===== config.mk =====
export PLATFORM = sky130hd
export DESIGN_NAME = operand_sel_buf
export DESIGN_NICKNAME = d
export VERILOG_FILES = /design/src/rtl/operand_sel_buf.sv
export SDC_FILE = /design/constraint.sdc
export NUM_CORES = 1
export LEC_CHECK = 0
export ABC_AREA = 1
export BUFFER_PORTS_ARGS = -buffer_cell sky130_fd_sc_hd__buf_2
export CORE_UTILIZATION = 50
export CTS_BUF_LIST = sky130_fd_sc_hd__clkbuf_16
export DETAILED_ROUTE_END_ITERATION = 12
export GPL_TIMING_DRIVEN = 0
export PLACE_DENSITY = 0.8
export SYNTH_ARGS = -nofsm -noshare
export SYNTH_HDL_FRONTEND = slang
export SYNTH_SLANG_ARGS = --single-unit

===== constraint.sdc =====
create_clock -name clk -period 1.66 [get_ports clk]
set_input_delay 0.249 -clock clk [delete_from_list [all_inputs] [get_ports clk]]
set_output_delay 0.249 -clock clk [all_outputs]
set_load 0.01 [all_outputs]

===== src/rtl/operand_sel_buf.sv =====
// operand_sel_buf: NUM_IN-way operand source select feeding a 2-entry
// valid/ready buffer (head + skid) in front of the ALU. Out-of-range
// select codes are consumed, flagged with a one-cycle pulse and counted.
module operand_sel_buf #(
  parameter int unsigned      WIDTH     = 32,
  parameter int unsigned      NUM_IN    = 3,
  parameter int unsigned      SEL_W     = 2,
  parameter logic [WIDTH-1:0] RESET_VAL = '0
) (
  input  logic                    clk,
  input  logic                    reset_n,
  input  logic [NUM_IN*WIDTH-1:0] in_data,
  input  logic [SEL_W-1:0]        in_sel,
  input  logic                    in_valid,
  output logic                    in_ready,
  input  logic                    flush,
  output logic [WIDTH-1:0]        out_data,
  output logic                    out_valid,
  input  logic                    out_ready,
  output logic                    sel_err,
  output logic [7:0]              err_count
);

  localparam int unsigned CNT_W   = 2;
  localparam int unsigned ERR_W   = 8;
  localparam logic [CNT_W-1:0] CNT_EMPTY = CNT_W'(0);
  localparam logic [CNT_W-1:0] CNT_ONE   = CNT_W'(1);
  localparam logic [CNT_W-1:0] CNT_FULL  = CNT_W'(2);
  localparam logic [ERR_W-1:0] ERR_MAX   = '1;

  // State
  logic [CNT_W-1:0] count_q, count_d;
  logic [WIDTH-1:0] head_q, head_d;
  logic [WIDTH-1:0] skid_q, skid_d;
  logic             in_ready_q, in_ready_d;
  logic             sel_err_q, sel_err_d;
  logic [ERR_W-1:0] err_count_q, err_count_d;

  // Datapath / handshake terms
  logic [WIDTH-1:0] sel_data;
  logic             sel_ok;
  logic             accept;
  logic             push;
  logic             pop;
  logic             bad_sel;

  // Source mux; out-of-range codes select nothing (zero) and are never pushed
  always_comb begin
    sel_data = '0;
    for (int unsigned i = 0; i < NUM_IN; i++) begin
      if (in_sel == SEL_W'(i)) begin
        sel_data = in_data[i*WIDTH +: WIDTH];
      end
    end
  end

  // Handshake decode: flush suppresses the push but not the error accounting
  always_comb begin
    sel_ok  = (32'(in_sel) < NUM_IN);
    accept  = in_valid & in_ready_q;
    push    = accept & sel_ok & ~flush & (count_q != CNT_FULL);
    pop     = (count_q != CNT_EMPTY) & out_ready;
    bad_sel = accept & ~sel_ok;
  end

  // Next-state for storage, occupancy, ready and error tracking
  always_comb begin
    count_d     = count_q;
    head_d      = head_q;
    skid_d      = skid_q;
    in_ready_d  = in_ready_q;
    sel_err_d   = 1'b0;
    err_count_d = err_count_q;

    if (flush) begin
      // Data registers hold so out_data stays stable while empty
      count_d = CNT_EMPTY;
    end else if (push && pop) begin
      // Only reachable with a single entry: head is replaced in place
      head_d = sel_data;
    end else if (push) begin
      if (count_q == CNT_EMPTY) begin
        head_d  = sel_data;
        count_d = CNT_ONE;
      end else begin
        skid_d  = sel_data;
        count_d = CNT_FULL;
      end
    end else if (pop) begin
      if (count_q == CNT_FULL) begin
        head_d = skid_q;
      end
      count_d = count_q - CNT_ONE;
    end

    in_ready_d = (count_d != CNT_FULL);

    if (bad_sel) begin
      sel_err_d = 1'b1;
      if (err_count_q != ERR_MAX) begin
        err_count_d = err_count_q + ERR_W'(1);
      end
    end
  end

  // State registers; in_ready stays low until the first edge after reset
  always_ff @(posedge clk or negedge reset_n) begin
    if (!reset_n) begin
      count_q     <= CNT_EMPTY;
      head_q      <= RESET_VAL;
      skid_q      <= RESET_VAL;
      in_ready_q  <= 1'b0;
      sel_err_q   <= 1'b0;
      err_count_q <= '0;
    end else begin
      count_q     <= count_d;
      head_q      <= head_d;
      skid_q      <= skid_d;
      in_ready_q  <= in_ready_d;
      sel_err_q   <= sel_err_d;
      err_count_q <= err_count_d;
    end
  end

  assign out_data  = head_q;
  assign out_valid = (count_q != CNT_EMPTY);
  assign in_ready  = in_ready_q;
  assign sel_err   = sel_err_q;
  assign err_count = err_count_q;

endmodule


* After elaboration in Yosys (flattened, before gate mapping)
Index checks and enable logic that the tools add are counted.
** Storage, ports and cells
- Output and inout port bits :: 43
- Bits in registers :: 76
- Input port bits :: 103
- Logic and storage cells :: 49
** Operators by class
- Reductions and logical operators :: 9
- Eq/ne operators :: 7
- Bitwise operators :: 10
- Magnitude comparators :: 1
- Add/sub/neg operators :: 2
- Mux-type cells :: 14
** Operators by type and width (count)
- $mux W32 :: 8
- $mux W2 :: 5
- $add A8 B1 Y8 const B :: 1
- $ne A8 B8 Y1 const B :: 1
- $reduce_and A4 Y1 :: 2
- $and A1 B1 Y1 :: 6
- $reduce_bool A3 Y1 :: 2
- $eq A2 B2 Y1 const B :: 2
- $logic_not A2 Y1 :: 2
- $ne A2 B2 Y1 const B :: 2
- $not A1 Y1 :: 4
- $ne A3 B1 Y1 const B :: 1
- $eq A2 B1 Y1 const B :: 1
- $lt A2 B2 Y1 const B :: 1
- $reduce_and A2 Y1 :: 1
- $reduce_bool A2 Y1 :: 1
- $sub A2 B1 Y2 const B :: 1
- $logic_and A1 B1 Y1 :: 1
- $mux W1 :: 1

* Logic depth before layout (Yosys ltp)
- Depth in word-level cells :: 8
- Mapped depth :: 10

* Worst setup path before layout
Ideal clock, no wire load.
- Path type :: register -> register
- Start :: register count_q[0]
- End :: register head_q[0], in the netlist out_data[0]
- Arrival :: 1.363 ns
- Stages on the path, launching flop included :: 10
- Setup time :: 0.116 ns
- Required time :: 1.544 ns
- Clock period less this slack :: 1.479 ns
- Setup slack :: 0.181 ns
- Path through :: dfrtp_1 -> inv_1 -> ha_1 -> nor2_2 -> nand3_4 -> inv_2 -> nand2_2 -> buf_2 -> nand3_1 -> nand2_1
** Between the ends
- Cells in the longest elaborated chain, start to end :: 5
** RTL lines
- start: declaration :: line 32 : logic [CNT_W-1:0] count_q, count_d;
- start signal: assignment :: line 116 : count_q <= count_d;
- $ne A2 B2 Y1 or $reduce_bool A2 Y1 (tied branches) :: line 61, 62
- $and A1 B1 Y1 (on tied branches) :: line 61, 62
- $logic_and A1 B1 Y1 :: line 78 : end else if (push && pop) begin
- $ne A3 B1 Y1 (no line) or $reduce_bool A3 Y1 (tied branches)
- $reduce_and A4 Y1 (no line)
- end signal: assignment :: line 110 : head_q <= RESET_VAL;
- end signal: assignment :: line 117 : head_q <= head_d;
- end: declaration :: line 33 : logic [WIDTH-1:0] head_q, head_d;
Several ways; a longest one is shown, not always the timed one.
A chain may end at the register's enable or synchronous reset.

* Worst setup path after layout
- Start :: register count_q[1]
- End :: register skid_q[25]
** Between the ends
- Cells in the longest elaborated chain, start to end :: 5
** RTL lines
- $ne A2 B2 Y1 or $reduce_bool A2 Y1 (tied branches) :: line 61, 62
- $and A1 B1 Y1 (on tied branches) :: line 61, 62
- $logic_and A1 B1 Y1 :: line 78
- $not A1 Y1 (no line)
- $reduce_and A4 Y1 (no line) *
- end signal: assignment :: line 118 : skid_q <= skid_d;
- end: declaration :: line 34 : logic [WIDTH-1:0] skid_q, skid_d;
Every way passes the cells marked *; elsewhere a longest branch is shown, timed or not.

==> flow_summary.toml <==
[clocking]
clk_latency_ns = 0.33
htreeDepth = 3
cts_max_path_buffers = 2
root_buffer = "clkbuf_16"
cts.sinks = 76
numCtsBuffers = 9
cts_tree = "yes"
clk_pin_slew_worst_paths_ns = 0.06

[worst_setup_path]
r2r-end = "skid_q[25]"
path_class = "flop to flop"
reg2reg_depth = 9
cp_max_fo = 10
r2r_start = "count_q[1]"
cp-startpoint = "count_q[1]"
reg2reg_slack_ns = 0.05
cp.required_ns = 1.93
cp-end-kind = "flop"
cp.arrival_ns = 1.87
start_kind = "flop"

[die]
dieArea_um2 = 8660
rows = 32
pin_count = 146
core-area_um2 = 7890
initial_core_util_pct = 52.6
die_h_um = 93.1
dieWidth_um = 93.1

[final_layout]
fin_nets = 884
areaGrowthSynthToFinish_pct = 33.9
drive_gt1_share_pct = 27.7
diodes = 0
instances_no_fill = 885
fill_cells = 647

[drt]
ant_nets = 0
avgViaCountPerCell = 5.04
firstDrtPassIters = 5
vias = 4464
wl_mm = 11.8
wl_per_cell_um = 13.3
drtIter0Drc = 271
drc = 0

[hold_path]
hold-path-endpoint = "skid_q[20]"
hp-class = "input port to flop"
hold_depth = 5
min_from = "in_data[84]"

[outcome]
status = "complete, no violations"

[yosys]
post_synth_num_cell_types = 19
yosys_warnings = 0
synthTopCellsByArea = "dfrtp_1 46%, nand2_1 35%, nand3_1 8.7%, buf_2 2.5%, inv_1 1.5%"
synth.most_common_cell = "nand2_1"
ys.flop_type = "dfrtp_1"
synthArstFlopShare_pct = 100
yosys-top-cells-count = "385 x nand2_1, 76 x dfrtp_1, 72 x nand3_1"
synth_top_area_share_pct = 45.9
ys_seq_area_share_pct = 45.9
syn_area_um2 = 4150
syn_avg_cell_area_um2 = 6.77
synth_cells = 613
synth_edf_count = 0
synth_top_area_cell = "dfrtp_1"
syn_nets = 719
synth-seq-cells = 76

[timing]
hold_violations = 0
slew_viol_final = 0
slew_headroom_pct = 65.8
fmax_mhz = 623
fin_hold_ws_ns = 0.244
rsz0062_at_grt = "true"
worst_pin_slew_ns = 0.513
setup_viol = 0
finalSetupTns_ns = 0
fin_crit_sh_pct = 96.7
skew_ns = 0.00407
period_needed_ns = 1.61

[global_routing]
grt_max_degree = 40
grt_pass1_vias = 4207
grt_pass1_wl_mm = 19.4
grt_usage_pct = 28.7
grt_antenna_before_repair = 0
gr-total-overflow = 0

[power_and_ir_drop]
power_density_nw_per_um2 = 1270
leakage_nw = 3.32
finalPower_mw = 7.07
ir_worst_vdd_uv = 816

[placement]
gp_congestion = 0.851
dp_cells = 861
hpwl_mm = 8.11
port_buffers = 145

[job]
drv_cap = 0
## metrics by stage
step	area, um^2	utilization [%]	worst slack, ns
finish	5550	70.4	0.0543
global route	5550	70.4	-0.0473
CTS	5450	69.1	0.0122
detailed placement	5020	63.7	-0.192
global placement	5000	63.4	-0.168
floorplan	4150	-	0.181
## area by class of cell
class                           instances  area (um^2)  share of cell area, %
Buffer                                 30          209                   3.76
Clock buffer                            9          225                   4.05
Clock inverter                          7          108                   1.94
Inverter                               20         80.1                   1.44
Multi-Input combinational cell        487         2080                   37.5
Sequential cell                        76         1900                   34.2
Tap cell                              102          128                   2.30
Timing Repair Buffer                  154          818                   14.7
## layout by cell type (no fill, tap or decap), types with 3 or more instances in the layout
cell type / instances
inv_1: 18
buf_4: 17
buf_6: 3
dfrtp_1: 76
bufinv_16: 3
o21ai_0: 4
nor2_1: 6
nand2_1: 383
nand3_1: 70
buf_2: 158
inv_2: 3
xnor2_1: 4
nand2_4: 4
clkbuf_16: 9
nor2_2: 3
## how the worst max path moves through the flow
stage / cells past startpoint / endpoint / slack [ns]
floorplan: 9 / out_data[0] / 0.18
global placement: 1 / err_count[7] / -0.17
detailed placement: 8 / out_data[29] / -0.19
CTS: 10 / out_data[7] / 0.01
global route: 9 / skid_q[31] / -0.05
finish: 9 / skid_q[25] / 0.05
## routing by layer
| layer | part of all wire [%] | global-route usage [%] |
|---|---|---|
| met1 | 43 | 37.0 |
| met2 | 49 | 48.7 |
| met3 | 6.3 | 6.42 |
| met4 | 1.1 | 7.56 |
| met5 | 0 | 0 |
## worst max-delay path: stages, from the launching register on
cell,delay (ns)
dfrtp_1,0.42
inv_1,0.11
ha_4,0.19
inv_1,0.08
nand4_1,0.12
buf_4,0.19
inv_2,0.09
buf_4,0.19
nand2_1,0.07
nand2_1,0.07
## kinds of logic after synthesis
logic type / Yosys count / synth area share [%]
and+or+nand+nor: 475 / 46.0
DFF: 76 / 45.9
buffers and inverters: 50 / 5.70
xor gates and xnor gates: 5 / 1.06
AOI/OAI and AO/OA: 4 / 0.483
adders and majority gates: 3 / 0.905
## registers in the layout, summed over array words and instances (netlist names)
signal / cells
out_data: 32
skid_q: 32
err_count: 8
count_q: 2
in_ready: 1
sel_err: 1
## where the power goes
part | switching, mW | internal [mW] | total [mW]
clock network | 0.753 | 1.45 | 2.21
logic | 1.22 | 0.925 | 2.14
registers | 0.330 | 2.40 | 2.73
## what timing repair did
action | 4_1_cts | 5_1_grt
hold endpoints to repair | 37 | 0
pin swaps | 2 | 6
hold buffers | 1 | 0
buffers inserted | 5 | 2
resized for setup | 15 | 30
endpoints found under the setup margin | 62 | 69
(Power assumes the default switching activity.)
